<file path="config.mk">
export PLATFORM = sky130hd
export DESIGN_NAME = lap_tracker
export DESIGN_NICKNAME = d
export VERILOG_FILES = /design/src/rtl/lap_tracker.sv
export SDC_FILE = /design/constraint.sdc
export NUM_CORES = 1
export LEC_CHECK = 0
export BUFFER_PORTS_ARGS = -buffer_cell sky130_fd_sc_hd__buf_2
export CORE_AREA = 10 10 185 187
export DETAILED_ROUTE_END_ITERATION = 10
export DIE_AREA = 0 0 195 197
export GPL_ROUTABILITY_DRIVEN = 0
export GPL_TIMING_DRIVEN = 0
export PLACE_DENSITY_LB_ADDON = 0.25
export SLEW_MARGIN = 20
export SYNTH_ARGS = -nofsm -noshare
export SYNTH_HDL_FRONTEND = slang
export SYNTH_SLANG_ARGS = --single-unit
</file>
<file path="constraint.sdc">
create_clock -name pclk -period 7.2 [get_ports pclk]
set_clock_uncertainty 0.2 [all_clocks]
set_input_delay 0.36 -clock pclk [delete_from_list [all_inputs] [get_ports pclk]]
set_output_delay 0.36 -clock pclk [all_outputs]
set_load 0.02 [all_outputs]
</file>
<file path="src/rtl/lap_tracker.sv">
// Lap/checkpoint tracker for one car: checkpoint windows on flattened ports,
// optional ordered checkpoints, lap counting to race completion, lap timing.

// Inclusive, unsigned containment test of the car box against one window.
module lap_tracker_win #(
  parameter int COORD_W = 11
) (
  input  logic [COORD_W-1:0] car_x_start,
  input  logic [COORD_W-1:0] car_x_end,
  input  logic [COORD_W-1:0] car_y_start,
  input  logic [COORD_W-1:0] car_y_end,
  input  logic [COORD_W-1:0] x_min,
  input  logic [COORD_W-1:0] x_max,
  input  logic [COORD_W-1:0] y_min,
  input  logic [COORD_W-1:0] y_max,
  output logic               hit
);
  assign hit = (car_x_start >= x_min) && (car_x_end <= x_max) &&
               (car_y_start >= y_min) && (car_y_end <= y_max);
endmodule

module lap_tracker #(
  parameter int N_CP      = 6,
  parameter int COORD_W   = 11,
  parameter int LAP_W     = 4,
  parameter int RACE_LAPS = 3,
  parameter int TIME_W    = 16,
  parameter int ORDERED   = 0
) (
  input  logic                    pclk,
  input  logic                    rst,
  input  logic [COORD_W-1:0]      car_x_start,
  input  logic [COORD_W-1:0]      car_x_end,
  input  logic [COORD_W-1:0]      car_y_start,
  input  logic [COORD_W-1:0]      car_y_end,
  input  logic [COORD_W-1:0]      fin_x_min,
  input  logic [COORD_W-1:0]      fin_x_max,
  input  logic [COORD_W-1:0]      fin_y_min,
  input  logic [COORD_W-1:0]      fin_y_max,
  input  logic [N_CP*COORD_W-1:0] cp_x_min,
  input  logic [N_CP*COORD_W-1:0] cp_x_max,
  input  logic [N_CP*COORD_W-1:0] cp_y_min,
  input  logic [N_CP*COORD_W-1:0] cp_y_max,
  input  logic                    time_tick,
  output logic [N_CP-1:0]         cp_mask,
  output logic                    checkpoints_passed,
  output logic                    lap_finished,
  output logic [LAP_W-1:0]        lap_count,
  output logic                    race_done,
  output logic [TIME_W-1:0]       lap_time,
  output logic [TIME_W-1:0]       last_lap_time,
  output logic [TIME_W-1:0]       best_lap_time
);
  typedef enum logic [1:0] {WAIT_START, RACING, DONE} state_t;

  localparam int                CNT_W    = $clog2(N_CP + 1);
  localparam logic [LAP_W-1:0]  LAP_ONE  = LAP_W'(1);
  localparam logic [LAP_W-1:0]  LAP_LAST = LAP_W'(RACE_LAPS);
  localparam logic [TIME_W-1:0] TIME_ONE = TIME_W'(1);

  state_t            state;
  logic              in_fin, in_fin_q, fin_edge;
  logic [N_CP-1:0]   cp_hit, cp_set;
  logic [CNT_W-1:0]  n_set;
  logic [TIME_W-1:0] lap_time_nxt;

  lap_tracker_win #(.COORD_W(COORD_W)) u_fin (
    .car_x_start(car_x_start), .car_x_end(car_x_end),
    .car_y_start(car_y_start), .car_y_end(car_y_end),
    .x_min(fin_x_min), .x_max(fin_x_max),
    .y_min(fin_y_min), .y_max(fin_y_max),
    .hit(in_fin)
  );

  for (genvar i = 0; i < N_CP; i++) begin : g_cp
    lap_tracker_win #(.COORD_W(COORD_W)) u_win (
      .car_x_start(car_x_start), .car_x_end(car_x_end),
      .car_y_start(car_y_start), .car_y_end(car_y_end),
      .x_min(cp_x_min[i*COORD_W +: COORD_W]),
      .x_max(cp_x_max[i*COORD_W +: COORD_W]),
      .y_min(cp_y_min[i*COORD_W +: COORD_W]),
      .y_max(cp_y_max[i*COORD_W +: COORD_W]),
      .hit(cp_hit[i])
    );
  end

  // Only the rising edge of finish occupancy counts; parking on the line is inert.
  assign fin_edge           = in_fin & ~in_fin_q;
  assign checkpoints_passed = &cp_mask;
  assign race_done          = (state == DONE);

  // Checkpoint acceptance: all hits, or in ordered mode only the next index in
  // sequence (the mask is always a contiguous run from bit 0, so the popcount
  // is the index of the lowest clear bit).
  always_comb begin
    n_set  = '0;
    cp_set = '0;
    for (int i = 0; i < N_CP; i++) n_set = n_set + CNT_W'(cp_mask[i]);
    for (int i = 0; i < N_CP; i++) begin
      if (ORDERED != 0) cp_set[i] = cp_hit[i] && (n_set == CNT_W'(i));
      else              cp_set[i] = cp_hit[i];
    end
  end

  // Saturating lap timer increment; this value is also what a lap records.
  always_comb begin
    lap_time_nxt = lap_time;
    if (time_tick && (lap_time != '1)) lap_time_nxt = lap_time + TIME_ONE;
  end

  // Race FSM with all outputs registered; a counted lap beats checkpoint hits.
  always_ff @(posedge pclk) begin
    if (!rst) begin
      state         <= WAIT_START;
      in_fin_q      <= 1'b0;
      cp_mask       <= '0;
      lap_finished  <= 1'b0;
      lap_count     <= '0;
      lap_time      <= '0;
      last_lap_time <= '0;
      best_lap_time <= '1;
    end else begin
      in_fin_q     <= in_fin;
      lap_finished <= 1'b0;
      case (state)
        WAIT_START: begin
          if (fin_edge) begin
            state    <= RACING;
            lap_time <= '0;
          end
        end
        RACING: begin
          if (fin_edge && checkpoints_passed) begin
            lap_finished  <= 1'b1;
            lap_count     <= lap_count + LAP_ONE;
            cp_mask       <= '0;
            lap_time      <= '0;
            last_lap_time <= lap_time_nxt;
            if (lap_time_nxt < best_lap_time) best_lap_time <= lap_time_nxt;
            if (lap_count + LAP_ONE == LAP_LAST) state <= DONE;
          end else begin
            lap_time <= lap_time_nxt;
            cp_mask  <= cp_mask | cp_set;
          end
        end
        default: ;
      endcase
    end
  end
endmodule

</file>
Word-level counts from Yosys, hierarchy flattened
Cells that the tools add are included.

Bits in registers: 62. Input port bits: 355. Output and inout port bits: 61. Logic and storage cells: 90.

$add $sub $neg: 2. $lt $le $gt $ge: 29. Eq/ne operators: 7. Multiplexer cells: 10. Bitwise logic cells: 3. Reductions and logical operators: 31.

Operators with widths (count): >= comparator 11 bit (14); <= comparator 11 bit (14); 2-to-1 mux 16 bit (3); one-hot mux 16 bit (2 select lines) (1); logical AND 1 bit (23); adder 16 x 1 -> 16 bit, second input constant (1); < comparator 16 bit (1); inequality test 16 bit, second input constant (1); 2-to-1 mux 2 bit (3); 2-to-1 mux 6 bit (1); inequality test 2 bit, second input constant (3); bitwise OR 6 bit (1); AND reduction 2 bit (3); AND reduction 6 bit (1); adder 4 x 1 -> 4 bit, second input constant (1); == test 4 x 2 -> 1 bit, second input constant (1); one-hot mux 2 bit (2 select lines) (1); AND reduction 4 bit (1); AND reduction 3 bit (1); == test 2 x 1 -> 1 bit, second input constant (1); == test 2 bit, second input constant (1); logical NOT 2 bit (1); nonzero test 2 bit (1); bitwise AND 1 bit (1); other kinds (2) (2).

Depth between registers and ports, before layout
Depth after elaboration: 8. Depth in mapped cells: 17. Gate-level depth less buffers: 15.

Modules after synthesis
From an unflattened synthesis, not the netlist that was laid out.

Cells, all modules: 1440. Area, all modules: 11392.2 um2.

By module, submodules not included: lap_tracker_win (times used 7, cells each 148, area each 1142.3 um2, sequential area each 0.0 um2); lap_tracker (times used 1, cells each 404, area each 3395.8 um2, sequential area each 1241.2 um2).

Worst setup path after synthesis
No wires, ideal clock.

Path kind: register to register. From: register lap_time[0]. To: register best_lap_time[11]. Setup time: 0.129 ns. Arrival: 3.970 ns. Data required time: 6.871 ns. Setup slack: 2.900 ns. Cell stages (with the launch flop): 17. Path buffers: 2. Period minus slack after synthesis: 4.300 ns. Path through: dfxtp_1 > clkbuf_1 > nand2_1 > a2111oi_0 > nor2b_1 > nand2_1 > xnor2_1 > ha_1 > a21oi_1 > o21ai_0 > a21o_1 > a211oi_1 > o21bai_1 > nor4_4 > buf_6 > mux2i_1 > nand2_1.

Word-level cells in the longest chain between the ends: 5. Elaborated cells on any way between the ends: 6. Classes of those cells: add/sub (1); order compare (1); eq/ne (1); mux (1); reduce/logical (2).

Ends and longest elaborated chain: from (decl) (line 50) `output logic [TIME_W-1:0] lap_time,`; from (signal assigned) (line 142) `lap_time <= lap_time_nxt;`; branches (longest 2 deep; another with adder 16 x 1 -> 16 bit); 2-to-1 mux 16 bit (*) (line 108) `if (time_tick && (lap_time != '1)) lap_time_nxt = lap_time + TIME_ONE;`; named net lap_time_nxt[11] (line 65) `logic [TIME_W-1:0] lap_time_nxt;`; < comparator 16 bit (line 139) `if (lap_time_nxt < best_lap_time) best_lap_time <= lap_time_nxt;`; AND reduction 3 bit (no line); to (signal assigned) (line 139); to (decl) (line 52) `output logic [TIME_W-1:0] best_lap_time`.

Mark *: on every way through the listed nets, which the timed path passes. A chain may end at the register's enable or synchronous reset.

Worst setup path after layout
From: register lap_time[10]. To: register best_lap_time[10].

Word-level cells in the longest chain between the ends: 5. Elaborated cells on any way between the ends: 6. Classes of those cells: add/sub (1); order compare (1); eq/ne (1); mux (1); reduce/logical (2).

Ends and longest elaborated chain (line): branches (longest 2 deep; another with adder 16 x 1 -> 16 bit); 2-to-1 mux 16 bit (*) (108); named net lap_time_nxt[11] (65); < comparator 16 bit (*) (139); AND reduction 3 bit (no line) (*).

Marks and branches as above.

==> metrics.md <==
| Metric | Value |
|---|---|
| Status | `complete, no violations` |
| Slowest stage delay, CP | `0.89 ns` |
| Clk buf depth | `2` |
| Crit path max fanout | `10` |
| Worst hold-check path type | `reg -> reg` |
| Ys flop type | `dfxtp_1` |
| Initial antenna violation count | `5` |
| Fin util | `44.0%` |
| CTS resizes | `0` |
| Seq pwr share | `25.7%` |
| Final Hold Viols | `0` |
| I/O Pins | `416` |
| Leading cell types by count after synthesis | `326 x ha_1, 310 x inv_1, 81 x o21ai_0` |
| Crit path buf inv count | `2` |
| Postcts setup bufs | `0` |
| Non-Filler Instances | `2191` |
| Post-Syn Area | `0.0105 sq mm` |
| Sw frac | `35.3%` |
| Critical Path Sink Type | `register` |
| Power Density | `100 mW/mm^2` |
| Clk pwr share | `33.4%` |
| Pins Over Slew Limit | `0` |
| Detail Placement HPWL | `34800 um` |
| P_leak | `7.93 nW` |
| Hold-fix buffers, CTS | `0` |
| Switching power | `475 uW` |
| Worst-skew pair later-pin latency | `0.35 ns` |
| Post-synth cell types | `58` |
| Worst setup path start | `lap_time[10]$_SDFFE_PN0P_` |
| Top post-synthesis cells by area | `ha_1 39%, dfxtp_1 12%, inv_1 11%` |
| H-tree depth | `3` |
| Post-synth ARST share | `0%` |
| Mapped Avg Cell Area | `7.73 sq um` |
| Rows | `64` |
| Worst setup path class | `reg -> reg` |
| Seq/Total Area, Yosys | `11.8%` |
| Via/cell ratio | `4.98` |
| Crit Reg-Reg Startpoint | `lap_time[10]$_SDFFE_PN0P_` |
| Num CTS Buffers | `9` |
| Most used cell, CP | `nand2_1` |
| Final Critical Period | `5.19 ns` |
| Core ar. | `0.0304 sq mm` |
| Critical Path AT | `5.19 ns` |
| CP Cell Sequence | `clkbuf_2 -> nand4_2 -> nor4_1 -> a2111oi_1 -> nor2b_1 -> nand2_1 -> xnor2_1 -> ha_1 -> a21oi_1 -> o21ai_0 -> a21o_1 -> a211oi_1 -> o21bai_1 -> nor4_4 -> buf_6 -> mux2i_1 -> nand2_1` |
| Drt first pass iters | `4` |
| Count of input and output buffers | `415` |
| Area leader, netlist | `ha_1` |
| Syn Inst Count | `1359` |
| Area Overhead vs Synth | `27.5%` |
| Detailed Route Iter0 Violations | `349` |
| Critical path's top delay family | `compound AO/OA/AOI/OAI gates` |
| Sum of negative setup slack | `0 ns` |
| Max-slew headroom at the worst pin | `36.1%` |
| DR WL/cell | `18.0 um` |
| Crit start category | `register` |
| Antenna-violating nets left | `0` |
| Tightest Pin Transition | `0.955 ns` |
| Post-synth EDFFs | `0` |
| GRT overflow | `0` |
| Peak supply drop | `0.105 mV` |
| TritonCTS clock tree | `done` |
| Detailed Route WL | `39500 um` |
| Placed cell count | `2170` |
| Vias | `10900` |
| Total Nets Final | `2466` |
| Die height | `197 um` |
| First-pass GRT wire length | `61100 um` |
| Layout cells sized above 1 | `24.7%` |
| Max stage delay cell, worst path | `a2111oi_1` |
| FF+latch count, synth | `62` |
| Setup violators final | `0` |
| Count leader, synth | `ha_1` |
| Largest net degree at the start of global routing | `14` |
| Crit path required time | `7.21 ns` |
| Die Area | `0.0384 sq mm` |
| Internal | `871 uW` |
| Post-synth net total | `2040` |
| Die width | `195 um` |
| RSZ-0062 raised after global routing | `no` |
| Drt drc | `0` |
| Hold_sp | `last_lap_time[6]$_SDFFE_PN0P_` |
| Yosys top cell area share | `38.8%` |
| Max Cap Violations | `0` |
| Combinational power share | `41.0%` |
| Yosys warns | `0` |
| Starting density of the core | `34.5%` |
| Gr usage total | `19.8%` |
| Number of global-route vias before repair | `11200` |
| Root buffer cell | `clkbuf_16` |
| Period utilization | `72.1%` |
| Number of clock sinks | `62` |
| Worst-path clk slew | `0.06 ns` |
| Fmax | `193 MHz` |
## metrics by stage
stage / power, mW / setup slack, ns / cell area, sq um / hold slack [ns]
detailed placement: 0.907 / 2.00 / 13100 / 0.247
floorplan: 0.670 / 2.90 / 10500 / 0.272
global placement: 0.892 / 1.83 / 13100 / 0.249
global route: 1.46 / 1.55 / 13400 / 0.257
finish: 1.35 / 2.01 / 13400 / 0.251
CTS: 1.36 / 1.98 / 13400 / 0.241
## power groups by stage
stage / logic (mW) / registers (mW) / clock network (mW)
floorplan: 0.317 / 0.353 / 0
global placement: 0.539 / 0.353 / 0
detailed placement: 0.554 / 0.353 / 0
CTS: 0.558 / 0.345 / 0.457
global route: 0.639 / 0.345 / 0.475
finish: 0.552 / 0.345 / 0.449
## layout make-up
class | instances | area, sq um
Antenna cell | 5 | 12.5
Buffer | 15 | 66.3
Clock buffer | 9 | 225
Clock inverter | 7 | 77.6
Fill cell | 3187 | 17000
Inverter | 311 | 1170
Multi-Input combinational cell | 971 | 8030
Sequential cell | 62 | 1240
Tap cell | 396 | 495
Timing Repair Buffer | 415 | 2080
## layer usage
metal,up-vias,GRT usage (%),share of wire [%]
li1,5658,-,-
met1,4920,23.9,44
met2,297,34.9,48
met3,43,3.65,5.4
met4,0,5.77,2.2
met5,-,0,0
## worst paths after layout
path	endpoint	slack, ns	depth (start not counted)
worst max-delay path	best_lap_time[10]$_SDFFE_PN1P_	2.01	17
worst min register to register	last_lap_time[6]$_SDFFE_PN0P_	0.25	2
worst min-delay path	last_lap_time[6]$_SDFFE_PN0P_	0.25	2
worst max register to register	best_lap_time[10]$_SDFFE_PN1P_	2.01	17
## state kept, by name, indices dropped and copies added, names as in the netlist
name,cells
best_lap_time,16
cp_mask,6
in_fin_q,1
lap_count,4
lap_finished,1
lap_time,16
last_lap_time,16
state,2
## worst min-delay path: stages, from the launching register on
cell and delay [ns]:
dfxtp_1 0.30, nand2_1 0.04, o21ai_0 0.06
## cell usage in the layout (no fill, tap or decap), types with 14 or more instances in the layout
| cell | synthesis | routed |
|---|---|---|
| nand2_1 | 76 | 76 |
| xnor2_1 | 14 | 14 |
| a22o_1 | 15 | 15 |
| nand4_1 | 32 | 32 |
| mux2i_1 | 17 | 17 |
| a21o_1 | 35 | 35 |
| nand2b_1 | 18 | 18 |
| nor2_1 | 36 | 36 |
| a211oi_1 | 18 | 18 |
| o21ai_0 | 81 | 81 |
| inv_1 | 310 | 310 |
| o211ai_1 | 14 | 14 |
| nor3_1 | 17 | 17 |
| nand3_1 | 52 | 52 |
| o21a_1 | 27 | 27 |
| dfxtp_1 | 62 | 62 |
| nor2b_1 | 18 | 18 |
| buf_2 | 1 | 416 |
| a21oi_1 | 73 | 73 |
| ha_1 | 326 | 326 |
## kinds of logic after synthesis
logic type	after synthesis	share of synthesized area [%]
compound gates	336	21.2
mux	17	1.62
fa+ha+maj	326	38.8
buf+inv	326	11.7
xor+xnor	19	1.58
simple gates	273	13.2
flops	62	11.8
(Power assumes the default switching activity.)
